===== config.mk =====
export PLATFORM = sky130hd
export DESIGN_NAME = inner_inner_delay_unit
export DESIGN_NICKNAME = d
export VERILOG_FILES = /design/src/rtl/delay_unit_pkg.sv /design/src/rtl/delay_lane.sv /design/src/rtl/inner_inner_delay_unit.sv
export SDC_FILE = /design/constraint.sdc
export NUM_CORES = 1
export LEC_CHECK = 0
export CORE_MARGIN = 4
export CORE_UTILIZATION = 40
export CTS_BUF_LIST = sky130_fd_sc_hd__clkbuf_8
export DETAILED_ROUTE_END_ITERATION = 10
export PLACE_DENSITY = 0.65
export SYNTH_ARGS = -nofsm -noshare
export SYNTH_HDL_FRONTEND = slang
export SYNTH_SLANG_ARGS = --single-unit

===== constraint.sdc =====
create_clock -name CLK -period 1.3 [get_ports CLK]
set_input_delay 0.325 -clock CLK [delete_from_list [all_inputs] [get_ports CLK]]
set_output_delay 0.325 -clock CLK [all_outputs]
set_load 0.01 [all_outputs]

===== src/rtl/delay_unit_pkg.sv =====
// Shared constants and stage record for the delay-unit hierarchy.
package delay_unit_pkg;

    localparam int DELAY_WIDTH = 5;
    localparam int DELAY_DEPTH = 3;

    typedef struct packed {
        logic                   valid;
        logic [DELAY_WIDTH-1:0] data;
    } delay_stage_t;

endpackage


===== src/rtl/delay_lane.sv =====
// One elastic delay chain: DEPTH {valid, data} stages with valid/ready flow control.
module delay_lane #(
    parameter int WIDTH = 5,
    parameter int DEPTH = 3
) (
    input  logic             clk,
    input  logic             rst_n,
    input  logic [WIDTH-1:0] in_data_i,
    input  logic             in_valid_i,
    output logic             in_ready_o,
    output logic [WIDTH-1:0] out_data_o,
    output logic             out_valid_o,
    input  logic             out_ready_i
);

    typedef struct packed {
        logic             valid;
        logic [WIDTH-1:0] data;
    } stage_t;

    stage_t             stage_q [DEPTH];
    stage_t             stage_d [DEPTH];
    logic   [DEPTH-1:0] advance;

    // A stage moves unless it and every stage downstream of it are full while
    // the consumer stalls; sweeping from the output end avoids a feedback loop
    // through the advance vector.
    always_comb begin
        logic blocked;
        blocked = !out_ready_i;
        advance = '0;
        for (int s = DEPTH - 1; s >= 0; s--) begin
            blocked    = blocked && stage_q[s].valid;
            advance[s] = !blocked;
        end
    end

    assign in_ready_o = advance[0];

    always_comb begin
        stage_d[0].valid = in_valid_i && in_ready_o;
        stage_d[0].data  = in_data_i;
        for (int s = 1; s < DEPTH; s++) begin
            stage_d[s] = stage_q[s-1];
        end
    end

    // NOTE: the data fields are reset too, so an empty output reads back as 0
    // rather than whatever was last in the chain before reset.
    always_ff @(posedge clk or negedge rst_n) begin
        if (!rst_n) begin
            for (int s = 0; s < DEPTH; s++) begin
                stage_q[s] <= '0;
            end
        end else begin
            for (int s = 0; s < DEPTH; s++) begin
                if (advance[s]) begin
                    stage_q[s] <= stage_d[s];
                end
            end
        end
    end

    assign out_valid_o = stage_q[DEPTH-1].valid;
    assign out_data_o  = stage_q[DEPTH-1].data;

endmodule


===== src/rtl/inner_inner_delay_unit.sv =====
// Two independent elastic delay lanes; lane i input feeds lane i output.
module inner_inner_delay_unit
    import delay_unit_pkg::*;
#(
    parameter int WIDTH = DELAY_WIDTH,
    parameter int DEPTH = DELAY_DEPTH
) (
    input  logic             CLK,
    input  logic             ASYNCRESETN,
    input  logic [WIDTH-1:0] INPUT_0_data,
    input  logic             INPUT_0_valid,
    output logic             INPUT_0_ready,
    input  logic [WIDTH-1:0] INPUT_1_data,
    input  logic             INPUT_1_valid,
    output logic             INPUT_1_ready,
    output logic [WIDTH-1:0] OUTPUT_0_data,
    output logic             OUTPUT_0_valid,
    input  logic             OUTPUT_0_ready,
    output logic [WIDTH-1:0] OUTPUT_1_data,
    output logic             OUTPUT_1_valid,
    input  logic             OUTPUT_1_ready
);

    delay_lane #(.WIDTH(WIDTH), .DEPTH(DEPTH)) u_lane0 (
        .clk         (CLK),
        .rst_n       (ASYNCRESETN),
        .in_data_i   (INPUT_0_data),
        .in_valid_i  (INPUT_0_valid),
        .in_ready_o  (INPUT_0_ready),
        .out_data_o  (OUTPUT_0_data),
        .out_valid_o (OUTPUT_0_valid),
        .out_ready_i (OUTPUT_0_ready)
    );

    delay_lane #(.WIDTH(WIDTH), .DEPTH(DEPTH)) u_lane1 (
        .clk         (CLK),
        .rst_n       (ASYNCRESETN),
        .in_data_i   (INPUT_1_data),
        .in_valid_i  (INPUT_1_valid),
        .in_ready_o  (INPUT_1_ready),
        .out_data_o  (OUTPUT_1_data),
        .out_valid_o (OUTPUT_1_valid),
        .out_ready_i (OUTPUT_1_ready)
    );

endmodule


; ---- After elaboration in Yosys (flattened, before gate mapping)
; Cells that the tools add are included.
[word_totals]
reg_bits = 36
inputBits = 16
output_inout_bits = 14
elab_cells = 24
[op_classes]
n_reduce_logical = 12
[op_table]
columns = operator, n
row1 = logical AND 1 bit, 8
row2 = logical NOT 1 bit, 4

; ---- Logic depth before layout (Yosys ltp)
; Gate-level depths: netlist of run 1.
[depth]
depth_word = 6
ltp_mapped = 3
ltp_nobuf = 2

; ---- By module
; From an unflattened synthesis of run 1, not the netlist that was laid out.
[unflattened]
hier_cells = 80
hier_area_um2 = 1418.9
[by_module_without_submodules]
columns = module, n_inst, cells_per_inst, area_per_inst_um2, seq_area_each_um2
row1 = delay_lane, 2, 40, 709.4, 450.4

; ---- Worst setup path before layout of run 1
; Ideal clock, no wire load.
[synth_timing]
kind = register to register
start = register u_lane1.stage_q (netlist bit u_lane1.out_valid_o)
end = register u_lane1.stage_q (netlist bit u_lane1.out_data_o[0])
setup_time_ns = 0.125
t_arrival_ns = 1.073
required_ns = 1.175
path_slack_ns = 0.103
stages_incl_launch_ff = 4
n_path_buf = 1
synth_period_minus_slack_ns = 1.197
path_cell_list = dfrtp_1 nor2b_1 buf_6 mux2_2
[synth_between]
elab_chain_cells = 1
[synth_rtl]
columns = element, line_no
row1 = start: declaration, delay_lane.sv:21  ; stage_t stage_q [DEPTH];
row2 = start signal: indexed assignment, delay_lane.sv:58  ; stage_q[s] <= stage_d[s];
row3 = logical AND 1 bit, delay_lane.sv:33  ; blocked = blocked && stage_q[s].valid;
; No other way between the ends.
; A chain may end at the register's enable or synchronous reset.

; ---- Worst setup path in the final report of run 1
[layout_timing]
start = register u_lane0.stage_q (netlist bit u_lane0.out_valid_o)
end = output port INPUT_0_ready
[layout_between]
elab_chain_cells = 4
[layout_rtl]
columns = element, line_no
row1 = start: declaration, delay_lane.sv:21
row2 = start signal: indexed assignment, delay_lane.sv:58
row3 = logical AND 1 bit (3 in series), delay_lane.sv:33
row4 = logical NOT 1 bit, delay_lane.sv:34  ; advance[s] = !blocked;
row5 = end: declaration, inner_inner_delay_unit.sv:12  ; output logic INPUT_0_ready,
; No other way between the ends.

==> flow_results.org, run 1 <==
** Status
- Outcome :: finished, violations left
- The final reports fail on negative setup slack.

** Synthesis
- Avg Cell Area, Syn :: 17.3 um2
- Post-Synthesis Cell Area :: 1380 um2
- Yosys reg bits :: 36
- The cell count after synthesis came out at 80.
- Number of synthesis warnings :: 0
- When the netlist entered floorplanning its net count stood at 96.
- Sequential fraction of the synthesis area :: roughly two thirds
- The netlist uses 8 different library cells.

** Timing
- The worst pin sits at a relative slew slack of 87.2%.
- Counting I/O delays and the setup requirement, the final critical path takes 1.33 ns.
- On the final layout, the worst clock skew is 0.00382 ns.
- The count of pins over their slew limit was 0.
- Setup violations remaining at the end of the flow were counted as 5.
- The hold violation count in the final report was 0.
- Period utilisation layout :: 102%
- Setup repair after global routing could not meet its margin everywhere.
- Setup slack on the critical path of the routed design comes to -0.0276 ns.
- Fmax :: 753 MHz
- At the pin with the least slew margin, the transition time is 0.192 ns.
- The tightest hold path in the finished design has a slack of 0.424 ns.

** Placed design
- Port-buffer cells :: 29
- Detailed placement finished with a half-perimeter wire length of about 1700 um.
- Worst setup slack before clock tree synthesis :: -0.515 ns
- Final RePlAce weighted congestion :: 0.676

** Critical path
- The worst setup path is of the register to primary output kind.
- Critical Path Start Type :: register
- CP Data Required Time :: 0.98 ns
- Along the worst path, the maximum fanout reaches 2.
- Critical Path Source :: u_lane0.out_valid_o
- Data arrival time at the worst-slack endpoint :: 1.00 ns
- Endpoint class of the critical path :: primary output
- Worst flop-to-flop path startpoint :: u_lane1.out_valid_o

** Global route
- Entering global routing, the biggest net connects 37 pins.
- The first global-routing pass estimated 4200 um of wire.
- Global router's overall resource usage :: a little over an eighth
- Final global-route overflow total :: 0
- Initial antenna violation count :: 0
- The via count of the first global-routing pass came to 921.

** Clocking
- Clock Pin Slew Worst Setup and Hold Paths :: roughly 0.07 ns
- TritonCTS clock tree :: built
- Insertion delay to the later sink of the worst-skew pair :: 0.28 ns
- The tree is rooted in a sky130_fd_sc_hd__clkbuf_8.
- Number of buffers inserted during clock tree synthesis :: 5
- The clock tree synthesis step divided the H-tree into 2 levels.
- The clock drives 36 sinks.
- In this run, post-CTS hold repair placed 0 buffers.
- Clock Tree Buf Depth :: 2

** Drt
- In this run the remaining antenna-violating nets after routing total 0.
- Number of vias per cell after detailed routing :: 4.67
- For this block, the initial DRC count from the detailed router was 3.
- For this run, design rule violations remaining after detail routing come to 0.
- Wire length per cell :: between 10 and 15 um
- After detailed routing, the total wire length is 2420 um.
- Via count :: 812
- Before antenna repair, the detailed router went through 3 iterations.

** Die
- Die outline area :: 4460 um2
- The floorplan step set the die width to 66.8 um.
- Row Count :: 21
- For this design the top-level I/O count stands at 30.
- The die is 66.8 um tall.
- The initial utilization of the core area, before any placement, comes to just over 40%.
- After floorplanning, the core was sized to cover 3340 um2.

** Layout
- The area growth from synthesis to layout is 44.4%.
- In the final layout, the share of cells above drive strength 1 is 47.7%.
- Area taken by flip-flops and latches :: 901 um2
- The repair_antennas step left the layout with diodes totalling 0.
- Total of fill cells in the finished design :: 296
- Total Nets Final :: between 100 and 150
- In the final layout, the multi-input gates occupy 500 um2.

** Pwr
- Power comes to 2910 uW.
- Dividing total power by cell area gives a power density of 1460 nW/um2.
- P_leak :: 0.000888 uW
- IR analysis of the VDD net gives a maximum drop of 0.900 mV.

** Flow run
- Max-cap violations in this run came to 0.

** Hold path
- In this run the worst hold path is classified as input pin to async pin.
==> stage by stage <==
stage,TNS (ns),cells,util [%],cell area [um2]
finish,-0.0531,174,59.8,1990
global placement,-9.57,164,54.0,1800
floorplan,0,80,-,1380
global route,-0.556,174,59.8,1990
CTS,-0.0718,174,58.6,1950
detailed placement,-9.80,164,54.0,1800
==> state kept, by name (all words and copies together), names as in the netlist <==
signal / flops
u_lane0.out_valid_o: 1
u_lane0.stage_d: 12
u_lane1.out_data_o: 5
u_lane1.out_valid_o: 1
u_lane0.out_data_o: 5
u_lane1.stage_d: 12
==> power breakdown <==
part / internal, uW / total (uW) / switching, uW
clock: 567 / 946 / 380
combinational: 373 / 577 / 204
sequential: 1290 / 1380 / 94.5
total: 2230 / 2910 / 678
==> cell usage in the layout (no fill, tap or decap) <==
| cell | count |
|---|---|
| sky130_fd_sc_hd__mux2_2 | 25 |
| sky130_fd_sc_hd__nand3b_4 | 1 |
| sky130_fd_sc_hd__nor2b_4 | 2 |
| sky130_fd_sc_hd__nand3b_2 | 1 |
| sky130_fd_sc_hd__mux2_4 | 5 |
| sky130_fd_sc_hd__clkdlybuf4s15_1 | 10 |
| sky130_fd_sc_hd__nand2b_1 | 4 |
| sky130_fd_sc_hd__dfrtp_1 | 36 |
| sky130_fd_sc_hd__buf_4 | 5 |
| sky130_fd_sc_hd__clkdlybuf4s50_1 | 13 |
| sky130_fd_sc_hd__clkbuf_8 | 5 |
| sky130_fd_sc_hd__clkinv_2 | 1 |
| sky130_fd_sc_hd__buf_6 | 9 |
| sky130_fd_sc_hd__clkinvlp_4 | 1 |
| sky130_fd_sc_hd__bufinv_16 | 1 |
| sky130_fd_sc_hd__dlygate4sd2_1 | 4 |
| sky130_fd_sc_hd__nand4b_4 | 2 |
| sky130_fd_sc_hd__buf_12 | 1 |
| sky130_fd_sc_hd__or2_2 | 2 |
==> final timing paths <==
path	slack (ns)	cells past startpoint	to
setup / recovery	-0.03	3	INPUT_0_ready
hold / removal	0.42	2	u_lane0.stage_d[5]
setup reg to reg	0	5	u_lane1.out_data_o[1]
hold reg to reg	0.50	1	u_lane1.out_data_o[0]
max in group asynchronous	0.70	2	u_lane1.stage_d[1]
min in group CLK	0.50	1	u_lane1.out_data_o[0]
==> layer usage <==
layer / routed length, um / vias to the layer above / part of all wire (%) / track usage [%]
li1: - / 370 / - / -
met1: 1030 / 407 / 43 / 15.5
met2: 1190 / 28 / 49 / 20.9
met3: 157 / 7 / 6.5 / 5.06
met4: 43 / 0 / 1.8 / 6.09
met5: 0 / - / 0 / 0
==> cell families after synthesis <==
group         synth area share [%]
mux                           24.5
simple gates                  8.70
buf+inv                       1.63
flops                         65.2
==> what timing repair did <==
item | CTS | global route
endpoints found under the setup margin | 29 | 28
setup buffers | 2 | 0
resized for setup | 35 | 16
==> cell usage after synthesis, drive strengths merged <==
cell    instances  area, um2
buf             2       22.5
dfrtp          36        901
nand4b          2       47.6
nand3b          2       22.5
nand2b          4       25.0
mux2           30        338
nor2b           2       12.5
or2             2       12.5
==> worst max-delay path, stage by stage, from the launching register on <==
cell and delay [ns]:
sky130_fd_sc_hd__dfrtp_1 0.37, sky130_fd_sc_hd__buf_6 0.12, sky130_fd_sc_hd__nand4b_4 0.09, sky130_fd_sc_hd__buf_6 0.14
==> layout make-up <==
cell class / count / area share (%)
Sequential cell: 36 / 45.2
Multi-Input combinational cell: 42 / 25.1
Timing Repair Buffer: 42 / 21.3
Clock buffer: 5 / 3.45
Tap cell: 46 / 2.89
Clock inverter: 3 / 2.13
Power figures use the tool's default switching activity.
==> run 2, diff against run 1 <==
--- a/config.mk
+++ b/config.mk
@@ -10,6 +10,7 @@
 export CTS_BUF_LIST = sky130_fd_sc_hd__clkbuf_8
 export DETAILED_ROUTE_END_ITERATION = 10
 export PLACE_DENSITY = 0.65
+export SKIP_CTS_REPAIR_TIMING = 1
 export SYNTH_ARGS = -nofsm -noshare
 export SYNTH_HDL_FRONTEND = slang
 export SYNTH_SLANG_ARGS = --single-unit
==> flow_results.org, run 2 (synthesis gave the netlist of run 1 again) <==
** Status
- Outcome :: finished, violations left
- The checks that failed: negative setup slack.

** Drt
- The mean routed wirelength per cell was 13.8 um (-0.74%).
- The number of vias in the routed layout was 811 (-0.12%).
- DR DRC count :: 0 (unchanged)
- The total routed wirelength came to 2410 um (-0.74%).
- Number of vias per cell after detailed routing :: 4.66 (-0.12%)
- The antenna violation net count after detailed routing came to 0 (unchanged).
- The count of routing violations after the opening detailed-route iteration is 7 (+4).
- The number of detailed-route iterations in the first pass is 4 (+1).

** Global route
- The first-pass GRT wire length was 4090 um (-2.5%).
- The leftover overflow at the end of global routing is 0 (unchanged).
- Largest net degree at the start of global routing :: 37 (unchanged)
- Global router's overall resource usage :: 12.8% (-0.32 points)
- Initial antenna violation count :: 0 (unchanged)
- The via count of the first global-routing pass came to 898 (-2.5%).

** Layout
- Fin area :: 1990 um2 (-0.13%)
- Multi-input logic area :: 482 um2 (-3.8%)
- The number of standard cells in the final layout excluding fillers came to 174 (unchanged).
- Fraction of final layout cells with drive strength greater than 1 :: 48.4% (+0.78 points)
- In the layout the commonest cells are 35 x sky130_fd_sc_hd__dfrtp_1, 30 x sky130_fd_sc_hd__mux2_2, 14 x sky130_fd_sc_hd__dlymetal6s2s_1.
- Total of fill cells in the finished design :: 288 (-2.7%)
- Leading cell type in the layout, fill and taps excluded :: sky130_fd_sc_hd__dfrtp_1
- Relative to the synthesized area, the layout overhead comes to 44.2%.
- The number of nets in the layout came to 143 (unchanged).
- The sequential standard cell area is 902 um2 (+0.14%).
- The antenna diode count is 0 (unchanged).

** Clocking
- The tree is rooted in a sky130_fd_sc_hd__clkbuf_8.
- The deepest clock path buffer count came to 2 (unchanged).
- The source-to-sink clock delay at the later pin of the worst-skew pair is 0.28 ns (about the same).
- Number of buffers inserted during clock tree synthesis :: 5 (unchanged)
- TritonCTS clock tree :: built
- Max H-tree Level :: 2 (unchanged)
- Number of clock sinks :: 36 (unchanged)
- Clock Pin Slew Worst Setup and Hold Paths :: 0.07 ns (about the same)

** Critical path
- Endpoint class of the critical path :: primary output
- Critical Path Start Type :: register
- The register-to-register path setup slack was 0.01 ns (about the same).
- Setup Crit Path Kind :: register to primary output
- Data arrival time at the worst-slack endpoint :: 1.00 ns (about the same)
- CP Data Required Time :: 0.98 ns (about the same)
- The maximum net fanout on the critical path is 2 (unchanged).

** Timing
- The slew at the pin closest to its max-slew limit is 0.190 ns (-0.00228 ns).
- Final count of pins violating max slew :: 0 (unchanged)
- The tightest hold margin was 0.427 ns (+0.00328 ns).
- Final Critical Period :: 1.33 ns (-0.000704 ns)
- The maximum clock skew at final layout came to 0.00374 ns (-0.0000762 ns).
- Period utilisation layout :: 102% (about the same)
- Fmax :: 754 MHz (about the same)
- The least setup slack across all paths after layout was -0.0269 ns (+0.000704 ns).
- The number of setup violations in the final report came to 1 (-4).
- Number of endpoints with negative hold slack in the final report :: 0 (unchanged)
- The tightest slew margin relative to the limit is 87.3% (+0.13 points).
- Setup repair after global routing missed its margin :: yes

** Pwr
- The worst voltage drop across the vdd grid is 0.924 mV (+2.6%).
- The areal power density over the cells came to 1450 nW/um2 (-0.68%).
- P_leak :: 0.000965 uW (+8.6%)

** Die
- Starting density of the core :: 41.4% (unchanged)
- The die outline height came to 66.8 um (unchanged).
- The horizontal die dimension is 66.8 um (unchanged).
- Core area :: 3340 um2 (unchanged)
- Row Count :: 21 (unchanged)
- The I/O pin total is 30 (unchanged).
- Die outline area :: 4460 um2 (unchanged)

** Placed design
- The post-placement cell count is 164 (unchanged).
- The estimated wirelength of the detail-placed design is 1720 um (unchanged).
- Port-buffer cells :: 29 (unchanged)
- The worst setup slack before clock tree synthesis came to -0.515 ns (unchanged).
- The routability congestion estimate is 0.676 (unchanged).
- The standard cell area after detailed placement was 1800 um2 (unchanged).

** Hold path
- The path class of the tightest hold or removal check is input pin to async pin.

** Flow run
- The count of max-cap constraint violations was 0 (unchanged).
run 2: cell types whose count changed in the layout (fill, tap and decap cells not counted), sizes merged:
cell           before  now
clkdlybuf4s15      10    0
buf                15   14
clkbuf              5    6
dlygate4sd2         4    0
dlymetal6s2s        0   14
run 2: worst max-delay path: stages, from the launching register on:
cell and delay (ns):
sky130_fd_sc_hd__dfrtp_1 0.38, sky130_fd_sc_hd__buf_4 0.15, sky130_fd_sc_hd__nand4b_4 0.09, sky130_fd_sc_hd__buf_6 0.10
run 2: layout make-up:
cell class | instances | share of cell area [%]
clock buffer | 5 | 3.45
clock inverter | 3 | 2.14
multi-input combinational | 42 | 24.2
sequential | 36 | 45.3
tap | 46 | 2.89
timing repair buffer | 42 | 22.0
run 2: final timing paths:
check	from	endpoint	cells after the start
max	u_lane1.out_valid_o	INPUT_1_ready	3
min	ASYNCRESETN	u_lane0.stage_d[5]	2
max reg2reg	u_lane1.out_valid_o	u_lane1.out_valid_o	5
min reg2reg	u_lane1.out_data_o[4]	u_lane1.out_data_o[4]	1
max in group asynchronous	ASYNCRESETN	u_lane0.out_valid_o	2
min in group CLK	u_lane1.out_data_o[4]	u_lane1.out_data_o[4]	1
run 2: power by group:
| part | leakage (uW) | internal, uW | switching (uW) |
|---|---|---|---|
| Sequential | 0.000412 | 1290 | 90.0 |
| Combinational | 0.000498 | 362 | 196 |
| Clock | 0.0000541 | 567 | 379 |
run 2: stage by stage:
stage	util, %	TNS (ns)	power [uW]
2_1_floorplan	-	0	1650
3_3_place_gp	54.0	-9.57	1950
4_1_cts	57.3	-4.13	2940
3_5_place_dp	54.0	-9.80	1970
5_1_grt	59.7	-0.265	3060
6_report	59.7	-0.0269	2880
run 2: layer usage:
| metal | GRT usage (%) | up-vias | wire length, um |
|---|---|---|---|
| li1 | - | 371 | - |
| met4 | 6.09 | 0 | 43 |
| met2 | 21.0 | 28 | 1220 |
| met5 | 0 | - | 0 |
| met1 | 14.4 | 405 | 982 |
| met3 | 5.06 | 7 | 160 |
